$ cat src/rtl/sa_ws_pkg.sv
// Shared types and helpers for the weight-stationary systolic array.
package sa_ws_pkg;

   typedef enum logic [1:0] {
      IDLE  = 2'd0,
      LOAD  = 2'd1,
      RUN   = 2'd2,
      DRAIN = 2'd3
   } sa_state_t;

   typedef struct packed {
      logic valid;
      logic last;
   } beat_tag_t;

   // Narrowest psum that holds a sum of ROWS full-range products exactly.
   function automatic int psum_width_min(input int data_width, input int rows);
      return 2 * data_width + $clog2(rows);
   endfunction

endpackage

$ cat src/rtl/sa_ws_array_if.sv
// Weight, activation and psum streams of the systolic array plus its status.
interface sa_ws_array_if
   import sa_ws_pkg::*;
#(
   parameter int ROWS       = 3,
   parameter int COLS       = 3,
   parameter int DATA_WIDTH = 8,
   parameter int PSUM_WIDTH = psum_width_min(DATA_WIDTH, ROWS)
);
   logic                       cfg_signed;
   logic                       w_valid;
   logic                       w_ready;
   logic [COLS*DATA_WIDTH-1:0] w_data;
   logic                       a_valid;
   logic                       a_ready;
   logic [ROWS*DATA_WIDTH-1:0] a_data;
   logic                       a_last;
   logic                       o_valid;
   logic                       o_ready;
   logic [COLS*PSUM_WIDTH-1:0] o_data;
   logic                       o_last;
   logic                       busy;

   modport master (
      output cfg_signed, w_valid, w_data, a_valid, a_data, a_last, o_ready,
      input  w_ready, a_ready, o_valid, o_data, o_last, busy
   );

   modport slave (
      input  cfg_signed, w_valid, w_data, a_valid, a_data, a_last, o_ready,
      output w_ready, a_ready, o_valid, o_data, o_last, busy
   );
endinterface

$ cat src/rtl/sa_ws_pe.sv
// One weight-stationary PE: multiplies the passing activation by its resident
// weight and adds the product to the psum flowing down the column.
module sa_ws_pe
   import sa_ws_pkg::*;
#(
   parameter int DATA_WIDTH = 8,
   parameter int PSUM_WIDTH = 18
) (
   input  logic                  clk,
   input  logic                  nrst,
   input  logic                  en,
   input  logic                  signed_mode,
   input  logic [DATA_WIDTH-1:0] weight,
   input  logic [DATA_WIDTH-1:0] ifmap_i,
   output logic [DATA_WIDTH-1:0] ifmap_o,
   input  logic [PSUM_WIDTH-1:0] psum_i,
   output logic [PSUM_WIDTH-1:0] psum_o
);
   localparam int PROD_W = 2 * DATA_WIDTH + 2;

   logic signed [PROD_W-1:0] act_ext;
   logic signed [PROD_W-1:0] wt_ext;
   logic signed [PROD_W-1:0] product;
   logic [PSUM_WIDTH-1:0]    product_ext;

   // Extending by the mode-gated sign bit lets one signed multiplier serve both modes.
   always_comb begin
      act_ext     = {{(PROD_W-DATA_WIDTH){signed_mode & ifmap_i[DATA_WIDTH-1]}}, ifmap_i};
      wt_ext      = {{(PROD_W-DATA_WIDTH){signed_mode & weight[DATA_WIDTH-1]}}, weight};
      product     = act_ext * wt_ext;
      product_ext = PSUM_WIDTH'(product);
   end

   always_ff @(posedge clk or negedge nrst) begin
      if (!nrst) begin
         ifmap_o <= '0;
         psum_o  <= '0;
      end else if (en) begin
         ifmap_o <= ifmap_i;
         psum_o  <= psum_i + product_ext;
      end
   end
endmodule

$ cat src/rtl/sa_ws_array.sv
// Weight-stationary ROWS x COLS systolic array with input skew, output deskew,
// tagged beats and a global stall driven by output backpressure.
module sa_ws_array
   import sa_ws_pkg::*;
#(
   parameter int ROWS       = 3,
   parameter int COLS       = 3,
   parameter int DATA_WIDTH = 8,
   parameter int PSUM_WIDTH = psum_width_min(DATA_WIDTH, ROWS)
) (
   input logic          clk,
   input logic          nrst,
   sa_ws_array_if.slave bus
);
   localparam int CNT_W = (ROWS > 1) ? $clog2(ROWS) : 1;
   localparam int DEPTH = ROWS + COLS + 1;

   sa_state_t             state, state_nxt;
   logic [CNT_W-1:0]      w_cnt;
   logic                  wts_loaded;
   logic                  signed_q;
   logic                  en;
   logic                  w_accept;
   logic                  a_accept;
   logic                  w_last_beat;
   logic [DATA_WIDTH-1:0] weights [ROWS][COLS];
   beat_tag_t             tags    [DEPTH];
   logic [DATA_WIDTH-1:0] row_in  [ROWS];
   logic [DATA_WIDTH-1:0] act     [ROWS][COLS];
   logic [PSUM_WIDTH-1:0] psum    [ROWS+1][COLS];

   assign en          = !(bus.o_valid && !bus.o_ready);
   assign w_last_beat = (w_cnt == CNT_W'(ROWS-1));
   assign w_accept    = bus.w_valid && bus.w_ready;
   assign a_accept    = bus.a_valid && bus.a_ready;
   assign bus.o_valid = tags[DEPTH-1].valid;
   assign bus.o_last  = tags[DEPTH-1].last;

   always_ff @(posedge clk or negedge nrst) begin
      if (!nrst) state <= IDLE;
      else       state <= state_nxt;
   end

   always_comb begin
      state_nxt   = state;
      bus.w_ready = 1'b0;
      bus.a_ready = 1'b0;
      bus.busy    = (state != IDLE);
      case (state)
         IDLE: begin
            bus.w_ready = 1'b1;
            if (bus.w_valid)                    state_nxt = w_last_beat ? IDLE : LOAD;
            else if (bus.a_valid && wts_loaded) state_nxt = RUN;
         end
         LOAD: begin
            bus.w_ready = 1'b1;
            if (bus.w_valid && w_last_beat) state_nxt = IDLE;
         end
         RUN: begin
            bus.a_ready = en;
            if (bus.a_valid && en && bus.a_last) state_nxt = DRAIN;
         end
         DRAIN: begin
            if (bus.o_valid && bus.o_ready && bus.o_last) state_nxt = IDLE;
         end
         default: state_nxt = IDLE;
      endcase
   end

   // The first beat of a load (taken in IDLE) invalidates the old weights.
   always_ff @(posedge clk or negedge nrst) begin
      if (!nrst) begin
         w_cnt      <= '0;
         wts_loaded <= 1'b0;
         signed_q   <= 1'b0;
         for (int r = 0; r < ROWS; r++)
            for (int c = 0; c < COLS; c++)
               weights[r][c] <= '0;
      end else begin
         if (state == IDLE) signed_q <= bus.cfg_signed;
         if (w_accept) begin
            wts_loaded <= w_last_beat;
            w_cnt      <= w_last_beat ? '0 : w_cnt + 1'b1;
            for (int r = 0; r < ROWS; r++)
               if (w_cnt == CNT_W'(r))
                  for (int c = 0; c < COLS; c++)
                     weights[r][c] <= bus.w_data[c*DATA_WIDTH +: DATA_WIDTH];
         end
      end
   end

   always_ff @(posedge clk or negedge nrst) begin
      if (!nrst) begin
         for (int i = 0; i < DEPTH; i++) tags[i] <= '0;
      end else if (en) begin
         tags[0].valid <= a_accept;
         tags[0].last  <= a_accept && bus.a_last;
         for (int i = 1; i < DEPTH; i++) tags[i] <= tags[i-1];
      end
   end

   // Input capture plus r stages of skew; idle cycles shift in zero bubbles.
   for (genvar r = 0; r < ROWS; r++) begin : g_skew
      logic [DATA_WIDTH-1:0] stage [r+1];
      always_ff @(posedge clk or negedge nrst) begin
         if (!nrst) begin
            for (int i = 0; i <= r; i++) stage[i] <= '0;
         end else if (en) begin
            stage[0] <= a_accept ? bus.a_data[r*DATA_WIDTH +: DATA_WIDTH] : '0;
            for (int i = 1; i <= r; i++) stage[i] <= stage[i-1];
         end
      end
      assign row_in[r] = stage[r];
   end

   for (genvar c = 0; c < COLS; c++) begin : g_psum_top
      assign psum[0][c] = '0;
   end

   for (genvar r = 0; r < ROWS; r++) begin : g_row
      logic [DATA_WIDTH-1:0] unused_tail;
      assign unused_tail = act[r][COLS-1];
      for (genvar c = 0; c < COLS; c++) begin : g_col
         logic [DATA_WIDTH-1:0] ifmap_in;
         if (c == 0) begin : g_edge
            assign ifmap_in = row_in[r];
         end else begin : g_inner
            assign ifmap_in = act[r][c-1];
         end
         sa_ws_pe #(
            .DATA_WIDTH (DATA_WIDTH),
            .PSUM_WIDTH (PSUM_WIDTH)
         ) u_pe (
            .clk         (clk),
            .nrst        (nrst),
            .en          (en),
            .signed_mode (signed_q),
            .weight      (weights[r][c]),
            .ifmap_i     (ifmap_in),
            .ifmap_o     (act[r][c]),
            .psum_i      (psum[r][c]),
            .psum_o      (psum[r+1][c])
         );
      end
   end

   // Column c leaves the array c cycles after column 0; the final stage is the output register.
   for (genvar c = 0; c < COLS; c++) begin : g_deskew
      logic [PSUM_WIDTH-1:0] stage [COLS-c];
      always_ff @(posedge clk or negedge nrst) begin
         if (!nrst) begin
            for (int i = 0; i < COLS-c; i++) stage[i] <= '0;
         end else if (en) begin
            stage[0] <= psum[ROWS][c];
            for (int i = 1; i < COLS-c; i++) stage[i] <= stage[i-1];
         end
      end
      assign bus.o_data[c*PSUM_WIDTH +: PSUM_WIDTH] = stage[COLS-c-1];
   end
endmodule

$ cat src/flat_wrapper.sv
// flat-port wrapper written by rule: the top's interface ports become plain ports
module sa_ws_array_flat import sa_ws_pkg::*;
#(
   parameter int ROWS       = 3,
   parameter int COLS       = 3,
   parameter int DATA_WIDTH = 8,
   parameter int PSUM_WIDTH = psum_width_min(DATA_WIDTH, ROWS)
)
  (clk, nrst, bus_cfg_signed, bus_w_valid, bus_w_data, bus_a_valid, bus_a_data, bus_a_last, bus_o_ready, bus_w_ready, bus_a_ready, bus_o_valid, bus_o_data, bus_o_last, bus_busy);
  sa_ws_array_if #(.ROWS(ROWS), .COLS(COLS), .DATA_WIDTH(DATA_WIDTH), .PSUM_WIDTH(PSUM_WIDTH)) bus_i ();
  input logic clk;
  input logic nrst;
  input wire logic [$bits(bus_i.cfg_signed)-1:0] bus_cfg_signed;
  input wire logic [$bits(bus_i.w_valid)-1:0] bus_w_valid;
  input wire logic [$bits(bus_i.w_data)-1:0] bus_w_data;
  input wire logic [$bits(bus_i.a_valid)-1:0] bus_a_valid;
  input wire logic [$bits(bus_i.a_data)-1:0] bus_a_data;
  input wire logic [$bits(bus_i.a_last)-1:0] bus_a_last;
  input wire logic [$bits(bus_i.o_ready)-1:0] bus_o_ready;
  output wire logic [$bits(bus_i.w_ready)-1:0] bus_w_ready;
  output wire logic [$bits(bus_i.a_ready)-1:0] bus_a_ready;
  output wire logic [$bits(bus_i.o_valid)-1:0] bus_o_valid;
  output wire logic [$bits(bus_i.o_data)-1:0] bus_o_data;
  output wire logic [$bits(bus_i.o_last)-1:0] bus_o_last;
  output wire logic [$bits(bus_i.busy)-1:0] bus_busy;
  assign bus_i.cfg_signed = bus_cfg_signed;
  assign bus_i.w_valid = bus_w_valid;
  assign bus_i.w_data = bus_w_data;
  assign bus_i.a_valid = bus_a_valid;
  assign bus_i.a_data = bus_a_data;
  assign bus_i.a_last = bus_a_last;
  assign bus_i.o_ready = bus_o_ready;
  assign bus_w_ready = bus_i.w_ready;
  assign bus_a_ready = bus_i.a_ready;
  assign bus_o_valid = bus_i.o_valid;
  assign bus_o_data = bus_i.o_data;
  assign bus_o_last = bus_i.o_last;
  assign bus_busy = bus_i.busy;
  sa_ws_array #(.ROWS(ROWS), .COLS(COLS), .DATA_WIDTH(DATA_WIDTH), .PSUM_WIDTH(PSUM_WIDTH)) u_core (.clk(clk), .nrst(nrst), .bus(bus_i));
endmodule
$ cat config.mk
export PLATFORM = sky130hd
export DESIGN_NAME = sa_ws_array_flat
export DESIGN_NICKNAME = d
export VERILOG_FILES = /design/src/rtl/sa_ws_pkg.sv /design/src/rtl/sa_ws_array_if.sv /design/src/rtl/sa_ws_pe.sv /design/src/rtl/sa_ws_array.sv /design/src/flat_wrapper.sv
export SDC_FILE = /design/constraint.sdc
export NUM_CORES = 2
export LEC_CHECK = 0
export ABC_AREA = 1
export CELL_PAD_IN_SITES_DETAIL_PLACEMENT = 0
export CELL_PAD_IN_SITES_GLOBAL_PLACEMENT = 1
export CORE_MARGIN = 5
export CORE_UTILIZATION = 35
export DETAILED_ROUTE_END_ITERATION = 10
export PLACE_DENSITY_LB_ADDON = 0.2
export SLEW_MARGIN = 20
export SYNTH_ARGS = -nofsm -noshare
export SYNTH_HDL_FRONTEND = slang
export SYNTH_SLANG_ARGS = --single-unit
$ cat constraint.sdc
create_clock -name clk -period 5.2 [get_ports clk]
set_input_delay 1.04 -clock clk [delete_from_list [all_inputs] [get_ports clk]]
set_output_delay 1.04 -clock clk [all_outputs]
set_load 0.05 [all_outputs]
* Word level (Yosys, flattened, before mapping)
Cells that the tools add are included.
Storage, ports and cells: bits of input ports 55, bits in registers 458, output and inout port bits 59
Cells by class: multiply operators 9, bitwise gates (word level) 18, reduce and logical (&&, ||, !) cells 20, mux-type cells 13, add/subtract/negate cells 7, eq/ne operators 9
Operator list (number):
- $mul A9 B9 Y18 | 9
- $add A18 B18 Y18 | 6
- $mux W8 | 3
- $and A1 B1 Y1 | 18
- $mux W2 | 6
- $logic_and A1 B1 Y1 | 10
- $pmux W2 S4 | 1
- $eq A2 B2 Y1 const B | 3
- $ne A2 B1 Y1 const B | 3
- $reduce_and A2 Y1 | 3
- $eq A2 B1 Y1 const B | 2
- $logic_not A2 Y1 | 2
- $reduce_and A4 Y1 | 1
- $mux W1 | 3
- $ne A3 B2 Y1 const B | 1
- $add A2 B1 Y2 const B | 1
- $logic_not A1 Y1 | 2
- $reduce_bool A2 Y1 | 1
- $reduce_or A2 Y1 | 1

* Longest topological paths before layout
depth after elaboration 7, mapped depth 26

* Modules after synthesis
Synthesis repeated with hierarchy kept, for this count alone.
Unflattened totals: cell total of the unflattened synthesis 6671, area total of the unflattened synthesis 54972.7 um^2
Modules (own cells, without submodules):
- sa_ws_pe (u_core.g_row[0].g_col[2].u_pe ...) | cells an instance 657, area each 4976.0 um^2, seq. area each 650.6 um^2, times used 5
- sa_ws_array | cells an instance 769, area each 10238.6 um^2, seq. area each 6206.0 um^2, times used 1
- sa_ws_pe (u_core.g_row[2].g_col[1].u_pe) | cells an instance 664, area each 4991.0 um^2, seq. area each 650.6 um^2, times used 1
- sa_ws_pe (u_core.g_row[0].g_col[1].u_pe) | cells an instance 650, area each 4966.0 um^2, seq. area each 650.6 um^2, times used 1
- sa_ws_pe (u_core.g_row[2].g_col[2].u_pe) | cells an instance 657, area each 4959.8 um^2, seq. area each 650.6 um^2, times used 1
- sa_ws_pe (u_core.g_row[0].g_col[0].u_pe) | cells an instance 646, area each 4937.2 um^2, seq. area each 650.6 um^2, times used 1

* Worst setup path after synthesis
Ideal clock, no wire load.
path type flip-flop to flip-flop, from register u_core.signed_q, to register u_core.g_row[1].g_col[0].u_pe.psum_o[12], buffers on the path 2, cell stages (with the launch flop) 22, slack 211 ps, setup time 118 ps, data required time 5082 ps, arrival 4871 ps, cells stage by stage dfrtp_1 -> buf_2 -> inv_2 -> buf_1 -> nor2_1 -> inv_1 -> fa_1 -> inv_1 -> fa_1 -> fa_1 -> fa_1 -> inv_1 -> fa_1 -> inv_1 -> ha_1 -> a21oi_1 -> o21ai_0 -> a21oi_1 -> nand2_1 -> or2_2 -> nand3_1 -> nand2_1
On the way: word-level cells in the longest chain between the ends 3
RTL lines:
- start: declaration | RTL line sa_ws_array.sv:21 | logic signed_q;
- start signal: assignment | RTL line sa_ws_array.sv:80 | if (state == IDLE) signed_q <= bus.cfg_signed;
- $and A1 B1 Y1 (on tied branches) | RTL line sa_ws_pe.sv:28, sa_ws_pe.sv:29
- $mul A9 B9 Y18 * | RTL line sa_ws_pe.sv:30 | product = act_ext * wt_ext;
- $add A18 B18 Y18 * | RTL line sa_ws_pe.sv:40 | psum_o <= psum_i + product_ext;
- end signal: assignment | RTL line sa_ws_pe.sv:40
- end: declaration | RTL line sa_ws_pe.sv:17 | output logic [PSUM_WIDTH-1:0] psum_o
Mark *: on every way between the ends. The rest lies on a longest branch, timed or not. A chain may end at the register's enable or synchronous reset.

* Worst setup path in the final report
from register u_core.signed_q, to register u_core.g_row[1].g_col[1].u_pe.psum_o[9]
On the way: word-level cells in the longest chain between the ends 3
RTL lines (RTL line):
- $and A1 B1 Y1 (on tied branches) | sa_ws_pe.sv:28, sa_ws_pe.sv:29
- $mul A9 B9 Y18 * | sa_ws_pe.sv:30
- $add A18 B18 Y18 * | sa_ws_pe.sv:40
- end signal: assignment | sa_ws_pe.sv:40
- end: declaration | sa_ws_pe.sv:17
Marked as above.

==> impl_metrics.json <==
{
  "cts_sinks": 458,
  "p_leak_nw": 31.7,
  "dpl.cell_count": 8181,
  "drt-initial-drc-count": 1880,
  "ant_nets": 0,
  "finalHoldViolCount": 0,
  "clkSlewWorstSetupHoldPaths_ns": 0.07,
  "cts_root_buffer": "clkbuf_16",
  "finalNetCount": 7516,
  "synth_common_cells": "1756 x nand2_1, 1531 x inv_1, 710 x fa_1",
  "rows": 138,
  "die_height_um": 388,
  "globalplace.congestion": 0.847,
  "skew_ns": 0.0285,
  "num_vias": 37000,
  "fp.dieW_um": 388,
  "synth.largest_area_cell": "fa_1",
  "gr-usage-all-layers": 0.174,
  "netlist_area_um2": 50100,
  "p_sw_mw": 10.6,
  "synth_top_family_by_area": "adder cells",
  "maxSlewHeadroom": 0.308,
  "multi_input_area_um2": 31800,
  "drt_wl_total_um": 129000,
  "status": "complete, no violations",
  "crit_fanout": 14,
  "yosysSeqAreaShare": 0.229,
  "dpl.hpwl_um": 105000,
  "critPathKind": "flip-flop to flip-flop",
  "areaGrowthSynthToFinish_pct": 12.6,
  "pwr-share-seq": 0.265,
  "ys_seq_elements": 458,
  "synth_mux_area_frac": 0,
  "synth_most_common_cell": "nand2_1",
  "synthXorXnorAreaFrac": 0.0133,
  "fin_crit_sh": 0.951,
  "postLayoutCellArea_um2": 56400,
  "irDropWorstVdd_uv": 338,
  "core_area_um2": 142000,
  "grt_first_pass_wirelength_um": 213000,
  "fillCellCount": 14900,
  "utilization": 0.398,
  "grt_antenna_before_repair": 10,
  "synthAdderAreaFrac": 0.384,
  "clk_latency_ns": 0.68,
  "grt_pass1_vias": 38900,
  "postPlaceCellArea_um2": 54200,
  "cap_viol_max_count": 0,
  "port_buffers": 113,
  "start_util": 0.353,
  "cts_hold_buf": 0,
  "worstSetupStartpointType": "flip-flop",
  "cts_buffer_depth": 3,
  "tightest_slew_ns": 1.04,
  "min_period_ns": 4.95,
  "slew_viol_final": 0,
  "finalNonFillerCells": 8290,
  "synth_top_cells_by_area": "fa_1 28%, dfrtp_1 23%, nand2_1 13%",
  "async_flop_share": 1.00,
  "cts_buffers": 57,
  "avgSynthCellArea_um2": 8.04,
  "syn_inst": 6229,
  "drc": 0,
  "crit_arrival_ns": 5.45,
  "ios": 114,
  "seq_area_um2": 11500,
  "drt-pass1-iter-count": 7,
  "synth_top_area_share": 0.284,
  "grt.overflow.total": 0,
  "hold_class": "input pin to asynchronous set/reset pin",
  "rsz0062_at_grt": "true",
  "worstPathRequired_ns": 5.70,
  "cts.htree.levels": 2,
  "synth-edff-count": 0,
  "synth-compound-area-share": 0.0577,
  "avgViaCountPerCell": 4.47,
  "grt_max_degree": 195,
  "avgRoutedWirePerCell_um": 15.5,
  "combPwrFrac": 0.549,
  "clock_power_share": 0.186,
  "netlist-cell-type-count": 42,
  "yosys.area_share.simple": 0.175,
  "powerDensity_nw_per_um2": 401,
  "yosys_most_used_dff": "dfrtp_1",
  "endpoint_kind": "flip-flop",
  "drive_gt1_frac": 0.0671,
  "synthesis.nets": 7394,
  "fp.dieArea_um2": 151000,
  "cts_tree": "yes",
  "max_freq_ghz": 0.202,
  "intPower_mw": 12.0,
  "setup_viol": 0,
  "yosys_warnings": 0,
  "swShare": 0.468,
  "tns_ns": 0
}
-- cell usage in the layout, fill, tap and decap left out, types with 11 or more instances in the layout --
| cell type | netlist | final |
|---|---|---|
| nor2_2 | 1 | 24 |
| o21ai_1 | 9 | 11 |
| o21ai_0 | 345 | 341 |
| xor2_1 | 23 | 23 |
| ha_1 | 400 | 392 |
| buf_4 | 47 | 225 |
| nand2_1 | 1756 | 1751 |
| a21oi_1 | 131 | 122 |
| nor2_1 | 200 | 177 |
| nand4_1 | 19 | 19 |
| buf_12 | 0 | 12 |
| or2_2 | 14 | 14 |
| xnor2_1 | 53 | 53 |
| inv_1 | 1531 | 1525 |
| a32o_1 | 15 | 15 |
| clkdlybuf4s50_1 | 0 | 111 |
| fa_1 | 710 | 700 |
| clkbuf_16 | 0 | 57 |
| nand3_1 | 189 | 186 |
| o21bai_1 | 15 | 15 |
| nand3b_1 | 20 | 20 |
| dfrtp_1 | 458 | 453 |
| a31oi_1 | 12 | 12 |
-- through the flow --
step | hold slack [ns] | setup WS (ns) | total power, mW
2_1_floorplan | 0.420 | 0.211 | 14.3
3_3_place_gp | 0.432 | 0.0558 | 18.4
3_5_place_dp | 0.435 | 0.0319 | 18.5
4_1_cts | 0.408 | 0.00850 | 22.9
5_1_grt | 0.458 | -0.0138 | 25.1
6_report | 0.431 | 0.254 | 22.6
-- cell type report --
cell class,count,share of cell area
sequential,458,0.203
clock buffer,77,0.0284
clock inverter,28,0.00665
multi-input combinational,3951,0.563
tap,1890,0.0419
inverter,1534,0.102
antenna,3,0.000133
timing repair buffer,349,0.0541
-- sequential cells by signal, indices dropped and copies added, names as in the netlist, 2 cells and up --
| signal | cells |
|---|---|
| u_core.tags | 12 |
| u_core.g_row.g_col.u_pe.ifmap_o | 48 |
| u_core.g_deskew.stage | 72 |
| u_core.g_row.g_col.ifmap_in | 24 |
| u_core.state | 2 |
| u_core.g_row.g_col.u_pe.psum_o | 162 |
| u_core.bus.o_data | 36 |
| u_core.weights | 72 |
| u_core.g_skew.stage | 24 |
| u_core.w_cnt | 2 |
-- power by group through the flow --
stage | Clock [mW] | Sequential [mW] | Combinational (mW)
2_1_floorplan | 0 | 5.40 | 8.95
3_3_place_gp | 0 | 6.05 | 12.3
3_5_place_dp | 0 | 6.05 | 12.4
4_1_cts | 4.36 | 6.00 | 12.5
5_1_grt | 4.50 | 6.16 | 14.4
6_report | 4.22 | 6.00 | 12.4
-- worst paths after layout --
path	startpoint	endpoint	slack, ns	cells after the start
worst max-delay path	u_core.signed_q	u_core.g_row[1].g_col[1].u_pe.psum_o[9]	0.25	22
worst min-delay path	nrst	u_core.g_row[2].g_col[0].u_pe.psum_o[9]	0.43	1
worst max register to register	u_core.signed_q	u_core.g_row[1].g_col[1].u_pe.psum_o[9]	0.25	22
worst min register to register	u_core.tags[3]	u_core.bus.o_valid	0.45	2
max in group asynchronous	nrst	u_core.g_row[1].g_col[1].u_pe.ifmap_o[7]	3.62	2
min in group clk	u_core.tags[3]	u_core.bus.o_valid	0.45	2
-- layer usage --
layer,share of wire,vias up,GRT usage
met4,0.021,0,0.0332
li1,-,18600,-
met5,0,-,0
met1,0.50,17900,0.256
met3,0.033,113,0.0179
met2,0.45,442,0.282
-- worst max-delay path, stage by stage (launching register included) --
cell	delay, ns
dfrtp_2	0.42
buf_12	0.22
buf_4	0.14
nand2_1	0.06
inv_1	0.14
nand2_1	0.12
fa_1	0.46
fa_1	0.49
inv_1	0.05
fa_1	0.45
fa_1	0.49
inv_1	0.05
fa_1	0.47
inv_1	0.04
ha_1	0.30
a21oi_1	0.17
o21ai_0	0.10
buf_4	0.15
inv_1	0.06
nand2_1	0.09
buf_4	0.15
xnor2_1	0.11
o21ai_0	0.08
-- kinds of logic after synthesis --
| kind of cell | count (synthesis) |
|---|---|
| AOI/OAI and AO/OA | 544 |
| xor gates and xnor gates | 76 |
| adders and majority gates | 1110 |
| buffers and inverters | 1820 |
| DFF | 458 |
| and+or+nand+nor | 2221 |
-- what timing repair did --
item | 4_1_cts | 5_1_grt
setup buffers | 0 | 1
endpoints found under the setup margin | 0 | 65
gates resized for setup | 0 | 78
No activity file was read; power rests on OpenSTA's default activity.
